==> src/rtl/rv_pkg.sv <==
// Shared fetch-side definitions: reset PC, instruction word width and the
// fetch FSM state encoding.
package rv_pkg;

    localparam int unsigned ILEN        = 32;
    localparam logic [31:0] RV_RESET_PC = 32'h0000_0000;

    typedef enum logic [1:0] {
        BOOT  = 2'd0,
        RUN   = 2'd1,
        FLUSH = 2'd2
    } fetch_state_e;

endpackage

==> src/rtl/fetch_buf.sv <==
// Two-entry instruction/PC FIFO between the memory response port and decode.
// Flush empties it in one cycle; push and pop together are legal when full.
module fetch_buf
    import rv_pkg::*;
#(
    parameter int unsigned DATA_WIDTH = ILEN,
    parameter int unsigned ADDR_WIDTH = 32
) (
    input  logic                  clk,
    input  logic                  rst_n,
    input  logic                  push,
    input  logic [DATA_WIDTH-1:0] push_data,
    input  logic [ADDR_WIDTH-1:0] push_pc,
    input  logic                  pop,
    input  logic                  flush,
    output logic                  full,
    output logic                  empty,
    output logic [DATA_WIDTH-1:0] head_data,
    output logic [ADDR_WIDTH-1:0] head_pc
);

    logic [DATA_WIDTH-1:0] r_data [2];
    logic [ADDR_WIDTH-1:0] r_pc   [2];
    logic                  r_wr_ptr;
    logic                  r_rd_ptr;
    logic [1:0]            r_count;

    logic w_push_ok;
    logic w_pop_ok;

    assign full      = (r_count == 2'd2);
    assign empty     = (r_count == 2'd0);
    assign w_pop_ok  = pop && !empty;
    assign w_push_ok = push && (!full || w_pop_ok);
    assign head_data = r_data[r_rd_ptr];
    assign head_pc   = r_pc[r_rd_ptr];

    // Storage is cleared on reset so the head reads zero before the first fetch.
    always_ff @(posedge clk or negedge rst_n) begin
        if (!rst_n) begin
            r_data[0] <= '0;
            r_data[1] <= '0;
            r_pc[0]   <= '0;
            r_pc[1]   <= '0;
            r_wr_ptr  <= 1'b0;
            r_rd_ptr  <= 1'b0;
            r_count   <= 2'd0;
        end else if (flush) begin
            r_wr_ptr  <= 1'b0;
            r_rd_ptr  <= 1'b0;
            r_count   <= 2'd0;
        end else begin
            if (w_push_ok) begin
                r_data[r_wr_ptr] <= push_data;
                r_pc[r_wr_ptr]   <= push_pc;
                r_wr_ptr         <= ~r_wr_ptr;
            end
            if (w_pop_ok) begin
                r_rd_ptr <= ~r_rd_ptr;
            end
            r_count <= r_count + {1'b0, w_push_ok} - {1'b0, w_pop_ok};
        end
    end

endmodule

==> src/rtl/instr_fetch.sv <==
// Instruction fetch stage: issues sequential word fetches, buffers in-order
// responses for decode and handles redirects. Define INSTR_FETCH_PERF_EN to add
// the perf_fetched / perf_redirects counters.
module instr_fetch
    import rv_pkg::*;
#(
    parameter int unsigned           ADDR_WIDTH = 32,
    parameter int unsigned           DATA_WIDTH = ILEN,
    parameter logic [ADDR_WIDTH-1:0] RESET_PC   = ADDR_WIDTH'(RV_RESET_PC)
) (
    input  logic                  clk,
    input  logic                  rst_n,
    output logic                  imem_req_valid,
    output logic [ADDR_WIDTH-1:0] imem_req_addr,
    input  logic                  imem_req_ready,
    input  logic                  imem_rsp_valid,
    input  logic [DATA_WIDTH-1:0] imem_rsp_data,
    input  logic                  redirect_valid,
    input  logic [ADDR_WIDTH-1:0] redirect_pc,
    output logic                  instr_valid,
    output logic [DATA_WIDTH-1:0] instr,
    output logic [ADDR_WIDTH-1:0] instr_pc,
    input  logic                  instr_ready
`ifdef INSTR_FETCH_PERF_EN
    ,
    output logic [31:0]           perf_fetched,
    output logic [31:0]           perf_redirects
`endif
);

    fetch_state_e          r_state;
    logic [ADDR_WIDTH-1:0] r_fetch_pc;
    logic [ADDR_WIDTH-1:0] r_rsp_pc;
    logic [1:0]            r_outstanding;
    logic [1:0]            r_drop_cnt;

    logic                  w_req_fire;
    logic                  w_rsp_drop;
    logic                  w_push;
    logic                  w_pop;
    logic                  w_full;
    logic                  w_empty;
    logic [1:0]            w_buf_cnt;
    logic [1:0]            w_out_next;
    logic [2:0]            w_inflight;
    logic [ADDR_WIDTH-1:0] w_redirect_pc;

    assign w_req_fire    = imem_req_valid && imem_req_ready;
    assign w_rsp_drop    = redirect_valid || (r_state == FLUSH);
    assign w_push        = imem_rsp_valid && !w_rsp_drop;
    assign w_pop         = instr_valid && instr_ready;
    assign w_buf_cnt     = w_full ? 2'd2 : (w_empty ? 2'd0 : 2'd1);
    assign w_out_next    = r_outstanding + {1'b0, w_req_fire} - {1'b0, imem_rsp_valid};
    assign w_redirect_pc = redirect_pc & ~ADDR_WIDTH'(3);

    // A slot being popped this cycle counts as free, which keeps back-to-back delivery.
    assign w_inflight     = {1'b0, r_outstanding} + {1'b0, w_buf_cnt} - {2'b00, w_pop};
    assign imem_req_valid = (r_state == RUN) && (w_inflight < 3'd2);
    assign imem_req_addr  = r_fetch_pc;
    assign instr_valid    = !w_empty;

    always_ff @(posedge clk or negedge rst_n) begin
        if (!rst_n) begin
            r_state       <= BOOT;
            r_fetch_pc    <= RESET_PC;
            r_rsp_pc      <= RESET_PC;
            r_outstanding <= 2'd0;
            r_drop_cnt    <= 2'd0;
        end else begin
            r_outstanding <= w_out_next;
            // Everything still in flight after this cycle belongs to the old path.
            if (redirect_valid) begin
                r_fetch_pc <= w_redirect_pc;
                r_rsp_pc   <= w_redirect_pc;
                r_drop_cnt <= w_out_next;
                r_state    <= (w_out_next != 2'd0) ? FLUSH : RUN;
            end else begin
                if (w_req_fire) begin
                    r_fetch_pc <= r_fetch_pc + ADDR_WIDTH'(4);
                end
                if (w_push) begin
                    r_rsp_pc <= r_rsp_pc + ADDR_WIDTH'(4);
                end
                case (r_state)
                    BOOT: r_state <= RUN;
                    RUN:  r_state <= RUN;
                    FLUSH: begin
                        if (imem_rsp_valid) begin
                            r_drop_cnt <= r_drop_cnt - 2'd1;
                            if (r_drop_cnt == 2'd1) begin
                                r_state <= RUN;
                            end
                        end
                    end
                    default: r_state <= BOOT;
                endcase
            end
        end
    end

    fetch_buf #(
        .DATA_WIDTH (DATA_WIDTH),
        .ADDR_WIDTH (ADDR_WIDTH)
    ) u_fetch_buf (
        .clk       (clk),
        .rst_n     (rst_n),
        .push      (w_push),
        .push_data (imem_rsp_data),
        .push_pc   (r_rsp_pc),
        .pop       (w_pop),
        .flush     (redirect_valid),
        .full      (w_full),
        .empty     (w_empty),
        .head_data (instr),
        .head_pc   (instr_pc)
    );

`ifdef INSTR_FETCH_PERF_EN
    logic [31:0] r_perf_fetched;
    logic [31:0] r_perf_redirects;

    always_ff @(posedge clk or negedge rst_n) begin
        if (!rst_n) begin
            r_perf_fetched   <= 32'd0;
            r_perf_redirects <= 32'd0;
        end else begin
            if (w_pop) begin
                r_perf_fetched <= r_perf_fetched + 32'd1;
            end
            if (redirect_valid) begin
                r_perf_redirects <= r_perf_redirects + 32'd1;
            end
        end
    end

    assign perf_fetched   = r_perf_fetched;
    assign perf_redirects = r_perf_redirects;
`else
    // Performance counters are not built in this configuration.
`endif

endmodule

==> config.mk <==
export PLATFORM = sky130hd
export DESIGN_NAME = instr_fetch
export DESIGN_NICKNAME = d
export VERILOG_FILES = /design/src/rtl/rv_pkg.sv /design/src/rtl/fetch_buf.sv /design/src/rtl/instr_fetch.sv
export SDC_FILE = /design/constraint.sdc
export NUM_CORES = 1
export LEC_CHECK = 0
export BUFFER_PORTS_ARGS = -buffer_cell sky130_fd_sc_hd__buf_4
export CAP_MARGIN = 20
export CORE_MARGIN = 4
export CORE_UTILIZATION = 50
export CTS_CLUSTER_SIZE = 16
export DETAILED_ROUTE_END_ITERATION = 16
export GPL_TIMING_DRIVEN = 1
export MAX_ROUTING_LAYER = met4
export PLACE_DENSITY = 0.77
export SKIP_LAST_GASP = 1
export SYNTH_ARGS = -nofsm -noshare
export SYNTH_HDL_FRONTEND = slang
export SYNTH_SLANG_ARGS = --single-unit
==> constraint.sdc <==
create_clock -name clk -period 4.9 [get_ports clk]
set_clock_uncertainty 0.05 [all_clocks]
set_input_delay 0 -clock clk [delete_from_list [all_inputs] [get_ports clk]]
set_output_delay 0 -clock clk [all_outputs]
set_load 0.02 [all_outputs]
# [Word-level counts from Yosys, hierarchy flattened]
# Cells that the tools add are included.
[totals] regBits=202 inputBits=70 elab_cells=90
[op_classes] addsub=9 order_cmp=4 eq_ne=6 muxes=29 n_bitwise=5 reduce_logical=25
[op_table] op="$mux 32" n=11
[op_table] op="$bwmux 64" n=2
[op_table] op="$add 32x3->32 const B" n=2
[op_table] op="$demux 32 s1" n=1
[op_table] op="$mux 2" n=9
[op_table] op="$reduce_bool 2->1" n=7
[op_table] op="$logic_and 1x1->1" n=7
[op_table] op="$reduce_and 2->1" n=3
[op_table] op="$mux 1" n=5
[op_table] op="$add 2x1->2" n=2
[op_table] op="$eq 2x1->1 const B" n=2
[op_table] op="$eq 2x2->1 const B" n=2
[op_table] op="$ge 2x2->1 const B" n=2
[op_table] op="$logic_not 2->1" n=2
[op_table] op="$not 1->2" n=2
[op_table] op="$pmux 2 s2" n=1
[op_table] op="$sub 2x1->2" n=2
[op_table] op="$add 2x2->3" n=1
[op_table] op="$logic_not 1->1" n=3
[op_table] op="$lt 3x2->1 const B" n=1
[op_table] op="$ne 3x2->1 const B" n=1
[op_table] op="$ne 3x3->1 const B" n=1
[op_table] op="$not 1->1" n=3
[op_table] op="$sub 3x1->3" n=1
[op_table] op="4 further kinds" n=5

# [Depth between registers and ports, before layout]
[logic_depth] ltp_word=13 mapped_depth=16 depth_no_buf=15

# [By module]
# From an unflattened synthesis, not the netlist that was laid out.
[unflattened] cells_unflattened=746 hier_area_um2=9835.7
[modules_own_cells] module="fetch_buf" instances=1 cells_each=365 area_each_um2=5979.5 seq_area_each_um2=3303.2
[modules_own_cells] module="instr_fetch" instances=1 cells_each=381 area_each_um2=3856.2 seq_area_each_um2=1651.6

# [Least setup slack after synthesis]
# Ideal clock, no wire load.
[synth_path] path_type="register to register" from="register u_fetch_buf.r_count[1]" to="register r_state[1]" setup_ns=0.136 arrival_time_ns=3.538 required_ns=4.714 setup_slack_ns=1.177 stages_incl_launch_ff=17 n_path_buf=1 period_less_slack_ns=3.723 path_cell_list="dfrtp_1 > or2_2 > and2_1 > ha_1 > nand2b_1 > fa_1 > nand4b_1 > nor2_1 > clkbuf_1 > inv_1 > ha_1 > inv_1 > ha_1 > xnor2_1 > xnor2_1 > o21ai_0 > o21ai_0"
[synth_lines] item="start: declaration" line_no="fetch_buf.sv:26" source="logic [1:0] r_count;"
[synth_lines] item="start signal: assignment" line_no="fetch_buf.sv:61" source="r_count <= r_count + {1'b0, w_push_ok} - {1'b0, w_pop_ok};"
[synth_lines] item="$logic_not 2->1" line_no="fetch_buf.sv:32" source="assign empty = (r_count == 2'd0);"
[synth_lines] item="$logic_not 1->1" line_no="instr_fetch.sv:60" source="assign instr_valid = !w_empty;"
[synth_lines] item="named net instr_valid" line_no="instr_fetch.sv:20" source="output logic instr_valid,"
[synth_lines] item="$logic_and 1x1->1" line_no="instr_fetch.sv:51" source="assign w_pop = instr_valid && instr_ready;"
[synth_lines] item="$sub 3x1->3" line_no="instr_fetch.sv:57" source="assign w_inflight = {1'b0, r_outstanding} + {1'b0, w_buf_cnt} - {2'b00, w_pop};"
[synth_lines] item="$lt 3x2->1" line_no="instr_fetch.sv:58" source="assign imem_req_valid = (r_state == RUN) && (w_inflight < 3'd2);"
[synth_lines] item="$logic_and 1x1->1" line_no="instr_fetch.sv:58"
[synth_lines] item="$logic_and 1x1->1" line_no="instr_fetch.sv:48" source="assign w_req_fire = imem_req_valid && imem_req_ready;"
[synth_lines] item="$add 2x1->2" line_no="instr_fetch.sv:53" source="assign w_out_next = r_outstanding + {1'b0, w_req_fire} - {1'b0, imem_rsp_valid};"
[synth_lines] item="$sub 2x1->2" line_no="instr_fetch.sv:53"
[synth_lines] item="named net w_out_next[1]" line_no="instr_fetch.sv:44" source="logic [1:0] w_out_next;"
[synth_lines] item="$reduce_bool 2->1" line_no="instr_fetch.sv:76" source="r_state <= (w_out_next != 2'd0) ? FLUSH : RUN;"
[synth_lines] item="$mux 2" line_no="instr_fetch.sv:76"
[synth_lines] item="$mux 2" line_no="instr_fetch.sv:72" source="if (redirect_valid) begin"
[synth_lines] item="end signal: assignment" line_no="instr_fetch.sv:76"
[synth_lines] item="end: declaration" line_no="instr_fetch.sv:31" source="fetch_state_e r_state;"
# The timed path passes the listed nets, and every way through them passes these cells.
# A chain may end at the register's enable or synchronous reset.

# [Final worst setup path]
[layout_path] from="register u_fetch_buf.r_count[1]" to="register r_state[1]"
[layout_via] elab_chain_len=13
[layout_lines] item="$logic_not 2->1" line_no="fetch_buf.sv:32"
[layout_lines] item="$mux 1" line_no="instr_fetch.sv:52" source="assign w_buf_cnt = w_full ? 2'd2 : (w_empty ? 2'd0 : 2'd1);"
[layout_lines] item="$mux 2" line_no="instr_fetch.sv:52"
[layout_lines] item="$add 2x2->3" line_no="instr_fetch.sv:57"
[layout_lines] item="$sub 3x1->3 (*)" line_no="instr_fetch.sv:57"
[layout_lines] item="$lt 3x2->1 (*)" line_no="instr_fetch.sv:58"
[layout_lines] item="$logic_and 1x1->1 (*)" line_no="instr_fetch.sv:58"
[layout_lines] item="$logic_and 1x1->1 (*)" line_no="instr_fetch.sv:48"
[layout_lines] item="$add 2x1->2 (*)" line_no="instr_fetch.sv:53"
[layout_lines] item="$sub 2x1->2 (*)" line_no="instr_fetch.sv:53"
[layout_lines] item="named net w_out_next[1]" line_no="instr_fetch.sv:44"
[layout_lines] item="$reduce_bool 2->1 (*)" line_no="instr_fetch.sv:76"
[layout_lines] item="$mux 2 (*)" line_no="instr_fetch.sv:76"
[layout_lines] item="$mux 2 (*)" line_no="instr_fetch.sv:72"
# Mark *: on every way through the listed nets, which the timed path passes. The rest lies on a longest branch.

==> qor.yml <==
clock_network:
  cts_tree: "built"
  h-tree-depth: 4
  post-cts-setup-buffer-count: 0
  clock_latency_ps: 430
  path_clk_slew_ps: 70
  cts_buffer_depth: 2
  cts_made_buffers: 17
  root_buffer: "clkbuf_16"
  clock_sinks: 194
place:
  dp.cells: 1104
  port_buffers: 161
  place.gp.congestion: 0.803
  dp_hpwl_um: 14400
timing:
  tightest_slew_ps: 1110
  rsz0062_at_grt: "false"
  fmax_ghz: 0.274
  fin_crit_ps: 3650
  drv_slew: 0
  finalHoldViolCount: 0
  slew_headroom_pct: 25.8
  setup_violations: 0
  setup-tns-final_ps: 0
  fin_crit_sh_pct: 74.5
routing:
  via_per_inst: 5.43
  dr.first_iter.drc_count: 375
  ant_nets: 0
  vias: 6522
  totalWireLength_um: 21800
  firstDrtPassIters: 4
  wl_per_cell_um: 18.1
  drc: 0
min_path:
  hold_path_class: "input pin to asynchronous set/reset pin"
global_route:
  grt_pass1_vias: 6935
  antenna_found_initial: 0
  grt_max_degree: 109
  grt_usage_pct: 21.8
  grt_remaining_overflow: 0
  grt_pass1_wl_um: 36400
floorplanning:
  die_h_um: 145
  dieArea_mm2: 0.0212
  rows: 50
  die_w_um: 145
  num_io_pins: 168
  start_util_pct: 50.7
  core_mm2: 0.0186
worst_setup_path:
  cpMostUsedCell: "ha_1"
  slowest_stage: "fa_1"
  rrSetupSlack_ps: 1250
  critPathBufInv: 2
  worstSetupEndpointType: "flip-flop"
  crit_required_ps: 5140
  reg2reg_to: "r_state[1]"
  r2r_cells: 15
  start_kind: "flip-flop"
  worst-setup-path-type: "flip-flop to flip-flop"
  crit_family: "adder cells"
  cp_max_fo: 4
  r2r-start: "u_fetch_buf.r_count[1]"
  worstPathArrival_ps: 3900
  crit_chain: "or2_2 -> and2_1 -> ha_1 -> nand2b_1 -> fa_1 -> nand4b_1 -> nor2_1 -> inv_1 -> ha_1 -> inv_1 -> ha_1 -> xnor2_1 -> xnor2_1 -> o21ai_0 -> o21ai_0"
  cp_slowest_stage_delay_ps: 500
power:
  total_leakage_power_nw: 5.33
  power_density_mw_per_mm2: 556
  irDropWorstVdd_uv: 375
layout:
  areaGrowthSynthToFinish_pct: 27.8
  stdcell_count: 1202
  nets: 1035
  diodes: 0
  drive_above_1_share_pct: 44.9
  fill_cells: 1390
synthesis:
  synth_xor_area_share_pct: 5.38
  synth_cell_type_count: 51
  synth-simple-area-share_pct: 10.1
  synth_edf_count: 0
  synth_compound_area_share_pct: 2.40
  synth-async-reset-ratio_pct: 100
  post-synth-top-area-fraction_pct: 51.4
  yosys-top-cells-area: "dfrtp_1 51%, mux2_2 26%, xnor2_1 3.1%"
  muxShareOfSynthArea_pct: 26.8
  syn_area_mm2: 0.00945
  synthAdderAreaFrac_pct: 1.40
  yosysTopAreaCell: "dfrtp_1"
  yosysSeqAreaShare_pct: 51.4
  synth-seq-cells: 194
  postSynthCellCount: 734
  synth_top_family_by_area: "multiplexers"
  synth_warnings: 0
  ys.flop_type: "dfrtp_1"
  syn_avg_cell_area_um2: 12.9
status:
  status: "complete, no violations"
job:
  maxCapViolations: 0
==> worst reg2reg max path, cell delays in order, from the launching register on <==
cell and delay, ps:
dfrtp_1 400, or2_2 320, and2_1 170, ha_1 270, nand2b_1 150, fa_1 500, nand4b_1 260, nor2_1 220
inv_1 60, ha_1 270, inv_1 40, ha_1 180, xnor2_1 130, xnor2_1 150, o21ai_0 230, o21ai_0 130
==> sequential cells by signal (all words and copies together) (netlist names) <==
register / cells
u_fetch_buf.r_rd_ptr: 1
imem_req_addr: 30
r_rsp_pc: 30
u_fetch_buf.r_count: 2
u_fetch_buf.r_pc: 60
u_fetch_buf.r_data: 64
r_state: 2
u_fetch_buf.r_wr_ptr: 1
r_outstanding: 2
r_drop_cnt: 2
==> cell usage after synthesis (2+ instances only) <==
| cell | n |
|---|---|
| a21boi_0 | 9 |
| a21oi_1 | 9 |
| a311oi_1 | 2 |
| and2_1 | 8 |
| and3_1 | 11 |
| and4_1 | 6 |
| and4_4 | 2 |
| buf_1 | 7 |
| buf_2 | 15 |
| buf_4 | 4 |
| clkbuf_1 | 11 |
| dfrtp_1 | 194 |
| ha_1 | 9 |
| inv_1 | 17 |
| mux2_1 | 4 |
| mux2_2 | 214 |
| mux2i_1 | 6 |
| nand2_1 | 24 |
| nand2b_1 | 9 |
| nand3_1 | 17 |
| nand4_1 | 20 |
| nand4b_1 | 2 |
| nor2_1 | 23 |
| nor2b_1 | 2 |
| nor3_1 | 9 |
| nor3_2 | 2 |
| nor4_1 | 10 |
| nor4_4 | 3 |
| o21ai_0 | 5 |
| or2_2 | 3 |
| xnor2_1 | 33 |
| xor2_1 | 25 |
==> layout make-up <==
cell class	count	area, um^2	share of cell area [%]
Clock inverter	15	126	1.05
Inverter	18	67.6	0.559
Tap cell	234	293	2.42
Timing Repair Buffer	236	1940	16.1
Clock buffer	17	425	3.52
Sequential cell	194	4860	40.2
Multi-Input combinational cell	488	4370	36.2
==> placed cells by master (no fill, tap or decap), drive strengths merged, types with 11 or more instances in the layout <==
cell type | synthesis | final
nand4 | 21 | 21
nor4 | 14 | 14
mux2 | 219 | 219
xnor2 | 33 | 33
nor3 | 11 | 11
nand2 | 24 | 24
dfrtp | 194 | 194
dlygate4sd3 | 0 | 66
and3 | 11 | 11
inv | 18 | 25
xor2 | 25 | 25
nor2 | 23 | 23
nand3 | 18 | 18
buf | 26 | 169
clkbuf | 11 | 18
==> kinds of logic after synthesis <==
kind of cell / after synthesis
other: 1
XOR/XNOR: 58
flip-flops: 194
buffers and inverters: 55
multiplexers: 225
AND/OR/NAND/NOR: 158
adder cells (fa/ha/maj): 10
AO/OA/AOI/OAI: 33
==> per-layer routing <==
layer  vias up  part of all wire, %  track usage [%]
li1       3063                    -                -
met1      3305                   43             26.8
met2       124                   52             36.4
met3        30                  3.4             4.36
met4         0                  1.8             6.93
met5         -                    0                -
==> through the flow <==
step                      utilization (%)  setup slack (ps)  hold WS, ps  cell area, um^2  power (W)
after global routing                 64.8              1010          275            12100    0.00712
after CTS                            64.8              1250          212            12100    0.00677
after floorplan                         -              1180         -346             9460    0.00434
after detailed placement             58.3              1270          116            10900    0.00539
final                                64.8              1250          176            12100    0.00671
after global placement               58.3              1350          122            10900    0.00530
==> report_power, final <==
part | internal [W] | switching (W) | total (W)
logic | 0.00147 | 0.00133 | 0.00280
clock network | 0.000667 | 0.000649 | 0.00132
registers | 0.00220 | 0.000395 | 0.00260
==> how the worst max path moves through the flow <==
| stage | startpoint | end | cells past startpoint |
|---|---|---|---|
| 4_1_cts | u_fetch_buf.r_count[1] | r_state[1] | 15 |
| 3_5_place_dp | u_fetch_buf.r_count[1] | r_state[1] | 15 |
| 6_report | u_fetch_buf.r_count[1] | r_state[1] | 15 |
| 3_3_place_gp | u_fetch_buf.r_count[1] | r_state[1] | 15 |
| 5_1_grt | u_fetch_buf.r_count[1] | r_state[1] | 15 |
| 2_1_floorplan | u_fetch_buf.r_count[1] | r_state[1] | 16 |
==> what timing repair did <==
action,4_1_cts,5_1_grt
gates resized for setup,0,0
hold buffers,66,0
endpoints found under the hold margin,239,0
No activity file was read; power rests on OpenSTA's default activity.
